--- config.mk ---
export PLATFORM = sky130hd
export DESIGN_NAME = multi_channel_splitter
export DESIGN_NICKNAME = d
export VERILOG_FILES = /design/src/rtl/multi_channel_splitter.sv
export SDC_FILE = /design/constraint.sdc
export NUM_CORES = 1
export LEC_CHECK = 0
export ABC_CLOCK_PERIOD_IN_PS = 2000
export BUFFER_PORTS_ARGS = -buffer_cell sky130_fd_sc_hd__buf_2
export CAP_MARGIN = 20
export CORE_ASPECT_RATIO = 1.1
export CORE_MARGIN = 2
export CORE_UTILIZATION = 50
export DETAILED_ROUTE_END_ITERATION = 16
export PLACE_DENSITY = 0.75
export SLEW_MARGIN = 20
export SYNTH_ARGS = -nofsm -noshare
export SYNTH_HDL_FRONTEND = slang
export SYNTH_SLANG_ARGS = --single-unit
--- constraint.sdc ---
create_clock -name clk -period 2 [get_ports clk]
set_input_delay 0.6 -clock clk [delete_from_list [all_inputs] [get_ports clk]]
set_output_delay 0.6 -clock clk [all_outputs]
set_load 0.005 [all_outputs]
--- src/rtl/multi_channel_splitter.sv ---
// Splits a dibit-serial frame (channel ID, start address, payload) into per-channel
// byte strobes with auto-incremented addresses, and flags clean or broken frame ends.
module multi_channel_splitter #(
  parameter int NUM_CH     = 2,
  parameter int ADDR_BYTES = 3,
  parameter int ADDR_W     = 24
) (
  input  logic              clk,
  input  logic              rst,
  input  logic              axiiv,
  input  logic [1:0]        axiid,
  input  logic              kill,
  output logic              addr_axiov,
  output logic [ADDR_W-1:0] addr,
  output logic [3:0]        ch,
  output logic [NUM_CH-1:0] data_axiov,
  output logic [7:0]        data,
  output logic [ADDR_W-1:0] data_addr,
  output logic              frame_done,
  output logic              frame_err
);

  localparam int BCW = (ADDR_BYTES > 1) ? $clog2(ADDR_BYTES) : 1;
  localparam logic [7:0] NUM_CH_B = 8'(NUM_CH);

  typedef enum logic [2:0] {
    WAIT_GAP, IDLE, HDR_CH, HDR_ADDR, PAYLOAD, DROP
  } state_t;

  state_t            r_state;
  logic [1:0]        r_cnt;
  logic [5:0]        r_prev;
  logic [BCW-1:0]    r_bcnt;
  logic [ADDR_W-1:0] r_addr_sh;
  logic [ADDR_W-1:0] r_cur_addr;
  logic [3:0]        r_ch;

  logic              w_byte_done;
  logic [7:0]        w_byte;
  logic [ADDR_W-1:0] w_addr_next;
  logic [NUM_CH-1:0] w_ch_sel;

  assign w_byte_done = axiiv && (r_cnt == 2'd3);
  assign w_byte      = {r_prev, axiid};
  assign w_addr_next = ADDR_W'({r_addr_sh, w_byte});
  assign ch          = r_ch;

  for (genvar gi = 0; gi < NUM_CH; gi++) begin : g_sel
    assign w_ch_sel[gi] = (r_ch == 4'(gi));
  end

  // Dibit assembly runs in every state; the FSM only looks at it when a byte completes.
  always_ff @(posedge clk) begin
    if (rst) begin
      r_cnt  <= '0;
      r_prev <= '0;
    end else if (!axiiv) begin
      r_cnt <= '0;
    end else begin
      r_cnt  <= r_cnt + 2'd1;
      r_prev <= {r_prev[3:0], axiid};
    end
  end

  always_ff @(posedge clk) begin
    if (rst) begin
      r_state    <= WAIT_GAP;
      r_bcnt     <= '0;
      r_addr_sh  <= '0;
      r_cur_addr <= '0;
      r_ch       <= '0;
      addr_axiov <= 1'b0;
      addr       <= '0;
      data_axiov <= '0;
      data       <= '0;
      data_addr  <= '0;
      frame_done <= 1'b0;
      frame_err  <= 1'b0;
    end else begin
      addr_axiov <= 1'b0;
      data_axiov <= '0;
      frame_done <= 1'b0;
      frame_err  <= 1'b0;
      case (r_state)
        WAIT_GAP: begin
          if (!axiiv) r_state <= IDLE;
        end
        IDLE: begin
          if (axiiv) begin
            r_state <= HDR_CH;
            r_bcnt  <= '0;
          end
        end
        HDR_CH, HDR_ADDR, PAYLOAD, DROP: begin
          if (!axiiv) begin
            // A fall coinciding with kill still counts as a killed frame.
            r_state <= IDLE;
            if (r_state == PAYLOAD && r_cnt == 2'd0 && !kill) frame_done <= 1'b1;
            else                                              frame_err  <= 1'b1;
          end else if (kill) begin
            r_state <= DROP;
          end else if (w_byte_done) begin
            case (r_state)
              HDR_CH: begin
                r_ch    <= w_byte[3:0];
                r_bcnt  <= '0;
                r_state <= (w_byte < NUM_CH_B) ? HDR_ADDR : DROP;
              end
              HDR_ADDR: begin
                r_addr_sh <= w_addr_next;
                r_bcnt    <= r_bcnt + BCW'(1);
                if (r_bcnt == BCW'(ADDR_BYTES - 1)) begin
                  addr_axiov <= 1'b1;
                  addr       <= w_addr_next;
                  data_addr  <= w_addr_next;
                  r_cur_addr <= w_addr_next;
                  r_state    <= PAYLOAD;
                end
              end
              PAYLOAD: begin
                data       <= w_byte;
                data_axiov <= w_ch_sel;
                data_addr  <= r_cur_addr;
                r_cur_addr <= r_cur_addr + ADDR_W'(1);
              end
              default: ;
            endcase
          end
        end
        default: r_state <= WAIT_GAP;
      endcase
    end
  end

endmodule

# After elaboration in Yosys (flattened, before gate mapping)
# Cells that the tools add are included.
# word_totals
output_inout_bits	65
input_bits	6
reg_bits	118
word_cells	84
# classes
order_cmp	1
n_mux	21
eq_ne	18
bitwise_logic	6
n_addsub	3
n_reduce_logical	21
# ops
operator	n
one-hot mux 24 bit (2 select lines)	2
adder 24 x 1 -> 24 bit (second input constant)	1
two-way mux 24 bit	1
two-way mux 3 bit	7
AND reduction 5 bit	4
AND reduction 6 bit	3
!= test 2 bit (second input constant)	6
OR reduction 6 bit	2
!= test 5 bit (second input constant)	2
one-hot mux 3 bit (3 select lines)	1
less-than comparator 8 x 2 -> 1 bit (second input constant)	1
two-way mux 2 bit	4
one-hot mux 2 bit (2 select lines)	2
equality test 3 x 2 -> 1 bit (second input constant)	2
equality test 3 bit (second input constant)	2
inverter 1 bit	6
one-hot mux 3 bit (2 select lines)	1
adder 2 x 1 -> 2 bit (second input constant)	2
equality test 2 bit (second input constant)	2
equality test 4 x 1 -> 1 bit (second input constant)	1
logical NOT 4 bit	1
!= test 4 bit (second input constant)	1
nonzero test 2 bit	2
OR reduction 4 bit	1
9 further kinds	13

# Logic depth before layout (Yosys ltp)
# logic_depth
word_depth	7
depth_mapped	8
depth_no_buf	7

# Worst setup path before layout
# No wires, ideal clock.
# synth_timing
path_kind	input -> register
start	in kill
end	reg r_cur_addr[19]
stages	8
path_slack_ns	0.126
arrival_ns	1.742
path_buffers	3
t_required_ns	1.868
setup_time_ns	0.132
path_cell_list	buf_2 -> and3b_1 -> buf_2 -> o21ai_1 -> buf_2 -> a32o_1 -> a31oi_1 -> a21oi_1
# synth_via
elab_chain_len	2
# synth_rtl
item	line	rtl
start: declaration	12	input logic kill,
inverter 1 bit (no source line)	--	
AND reduction 6 bit (no source line)	--	
end signal: assignment	116	r_cur_addr <= w_addr_next;
end signal: assignment	124	r_cur_addr <= r_cur_addr + ADDR_W'(1);
end: declaration	35	logic [ADDR_W-1:0] r_cur_addr;
# No other way between the ends.
# A chain may end at the register's enable or synchronous reset.

# Worst setup path after layout
# layout_timing
start	reg r_bcnt[0]
end	reg r_cur_addr[20]
# layout_via
elab_chain_len	3
# layout_rtl
item	line	rtl
start: declaration	33	logic [BCW-1:0] r_bcnt;
start signal: assignment	111	r_bcnt <= r_bcnt + BCW'(1);
equality test 2 bit	112	if (r_bcnt == BCW'(ADDR_BYTES - 1)) begin
!= test 2 bit (no source line)	--	
AND reduction 6 bit (no source line)	--	
# No other way between the ends.

==> out/metrics.yaml <==
outcome:
  outcome: "finished clean"
clock_tree:
  ctsLongestPathBuffers: 2
  clock_latency_ps: 410
  path_clk_slew_ps: 50
  hold_buffers: 0
  numCtsBuffers: 17
  root_buffer: "clkbuf_16"
  tritoncts: "done"
  post-cts-setup-buffers: 0
  htree_levels: 4
  cts_sinks: 118
drt:
  postRouteAntennaNets: 0
  post_drt_wl_per_cell_um: 16.5
  drt_iter0_markers: 496
  drc: 0
  firstDrtPassIters: 6
  vias: 5205
  vias_per_cell: 5.83
  wl_mm: 14.7
synth:
  synth_commonest_cells: "nand2_1, dfxtp_1, a21oi_1, nor2_1, clkbuf_1"
  syn-cell-area_mm2: 0.00522
  ys_seq_elements: 118
  yosysSeqAreaShare_pct: 45.3
  async_reset_ff_share_pct: 0
  yosysMostFrequentCell: "nand2_1"
  synth_edf_count: 0
  yosys_warnings: 0
  syn_area_per_cell_um2: 8.06
  ys_types: 64
  synth_top_area_share_pct: 45.3
  synth.net_count: 657
  ys_top_cells_by_area: "dfxtp_1, nand2_1, a21oi_1, nor2_1, a311oi_1"
  synthFlopType: "dfxtp_1"
  yosysTopAreaCell: "dfxtp_1"
  synthCells: 647
hold_path:
  hp-start: "kill"
  holdCritPathClass: "in2reg"
  min_to: "frame_done"
  whs_path_depth: 2
sta:
  worst_hold_slack_ps: 417
  worst_slew_pin_slew_ps: 510
  setup_viol: 0
  max_freq_ghz: 0.541
  maxSlewHeadroom_pct: 66.0
  period_minus_slack_ps: 1850
  hold_viol: 0
  drv_slew: 0
  grt_setup_unrepaired: "false"
  min_period_over_period_pct: 92.5
  clock_skew_ps: 7.46
  fin_ws_ps: 151
worst_setup_path:
  critical_path.max_fanout: 12
  reg2reg_depth: 7
  worstReg2RegEnd: "r_cur_addr[20]"
  crit_arrival_ps: 2150
  start_kind: "flop"
  cp-end-kind: "flop"
  crit_type: "reg2reg"
  r2r_slack_ps: 150
  r2r-start: "r_bcnt[0]"
  critical_path_required_ps: 2300
die:
  die_h_um: 111
  fp-row-count: 39
  design.core.area_mm2: 0.0103
  ios: 71
  start_util_pct: 50.7
  die_w_um: 101
  dieArea_mm2: 0.0113
global_routing:
  grt_pass1_vias: 4819
  grt_pass1_wl_mm: 24.2
  gr-usage-all-layers_pct: 27.0
  grt_overflow: 0
  antenna_found_initial: 0
  grt_max_degree: 53
cells_and_area:
  final_cells: 893
  final_layout_size_suffix_gt1_share_pct: 22.4
  antenna_cells: 0
  fin_nets: 747
  area_growth_pct: 26.3
placed_design:
  place.gp.congestion: 0.892
  place_hpwl_mm: 10.1
  placedCellCount: 861
  place_ws_ps: -70.8
  io_buffers: 70
pwr:
  max-vdd-ir-drop_uv: 636
  power_leakage_nw: 2.52
  pwr_density_cell_mw_per_mm2: 866
job:
  maxCapViolCount: 0
[cells by family after synthesis]
family	synth area share, %
adders and majority gates	0.959
buffers and inverters	4.58
and+or+nand+nor	27.1
xor gates and xnor gates	0.168
AOI/OAI and AO/OA	19.1
muxes	2.88
DFF	45.3
[where the power goes]
| group | internal (W) | switching (W) | leakage, nW |
|---|---|---|---|
| Sequential | 0.00236 | 0.0000134 | 0.951 |
| Combinational | 0.0000630 | 0.000128 | 1.28 |
| Clock | 0.00200 | 0.00114 | 0.285 |
[placed cells by master (no fill, tap or decap), types with 17 or more instances in the layout]
master | Yosys | final
a21oi_1 | 65 | 65
a311oi_1 | 23 | 23
buf_2 | 14 | 69
buf_4 | 0 | 44
clkbuf_16 | 0 | 17
dfxtp_1 | 118 | 118
nand2_1 | 153 | 152
nand3_1 | 21 | 21
nor2_1 | 65 | 65
[worst max-delay path, cell delays in order (launching register included)]
cell,delay (ps)
dfxtp_1,300
inv_1,60
ha_2,250
and4b_1,260
o21ai_1,310
buf_12,180
nor4_1,50
a311o_1,320
[layer usage]
layer,up-vias,track usage [%],share of wire (%)
met4,0,10.5,1.8
li1,2480,-,-
met5,-,0,0
met2,200,42.1,48
met3,28,5.04,6.0
met1,2497,36.9,44
[what timing repair did]
| item | in CTS | in global routing |
|---|---|---|
| resized for setup | 0 | 2 |
| hold endpoints to repair | 0 | 0 |
| endpoints found under the setup margin | 0 | 27 |
[stage by stage]
stage                     util (%)  setup TNS (ps)  power [W]  area (um^2)
after floorplan                  -               0    0.00255         5220
final                         64.0               0    0.00570         6590
after CTS                     64.0               0    0.00574         6590
after global routing          64.0               0    0.00588         6590
after global placement        58.0           -20.5    0.00260         5970
after detailed placement      58.0            -458    0.00261         5970
[layout make-up]
type | count | area, um^2
sequential | 118 | 2360
fill | 880 | 3710
tap | 143 | 179
timing repair buffer | 118 | 776
multi-input combinational | 474 | 2630
inverter | 8 | 30.0
clock inverter | 14 | 176
clock buffer | 18 | 439
[flip-flops by register name, summed over array words and instances (netlist names), 2 cells and up]
| name | count |
|---|---|
| data | 8 |
| r_state | 3 |
| data_axiov | 2 |
| r_bcnt | 2 |
| data_addr | 24 |
| r_addr_sh | 16 |
| r_cur_addr | 24 |
| r_cnt | 2 |
| addr | 24 |
| r_prev | 6 |
| ch | 4 |
[how the worst max path moves through the flow]
stage / from / endpoint / slack (ps)
global placement: kill / ch[0] / -9
finish: r_bcnt[0] / r_cur_addr[20] / 150
global route: r_cur_addr[0] / r_cur_addr[8] / 30
CTS: r_bcnt[0] / addr[2] / 50
detailed placement: kill / ch[1] / -70
floorplan: kill / r_cur_addr[19] / 130
Note: power is estimated with default switching activity, not from simulation.
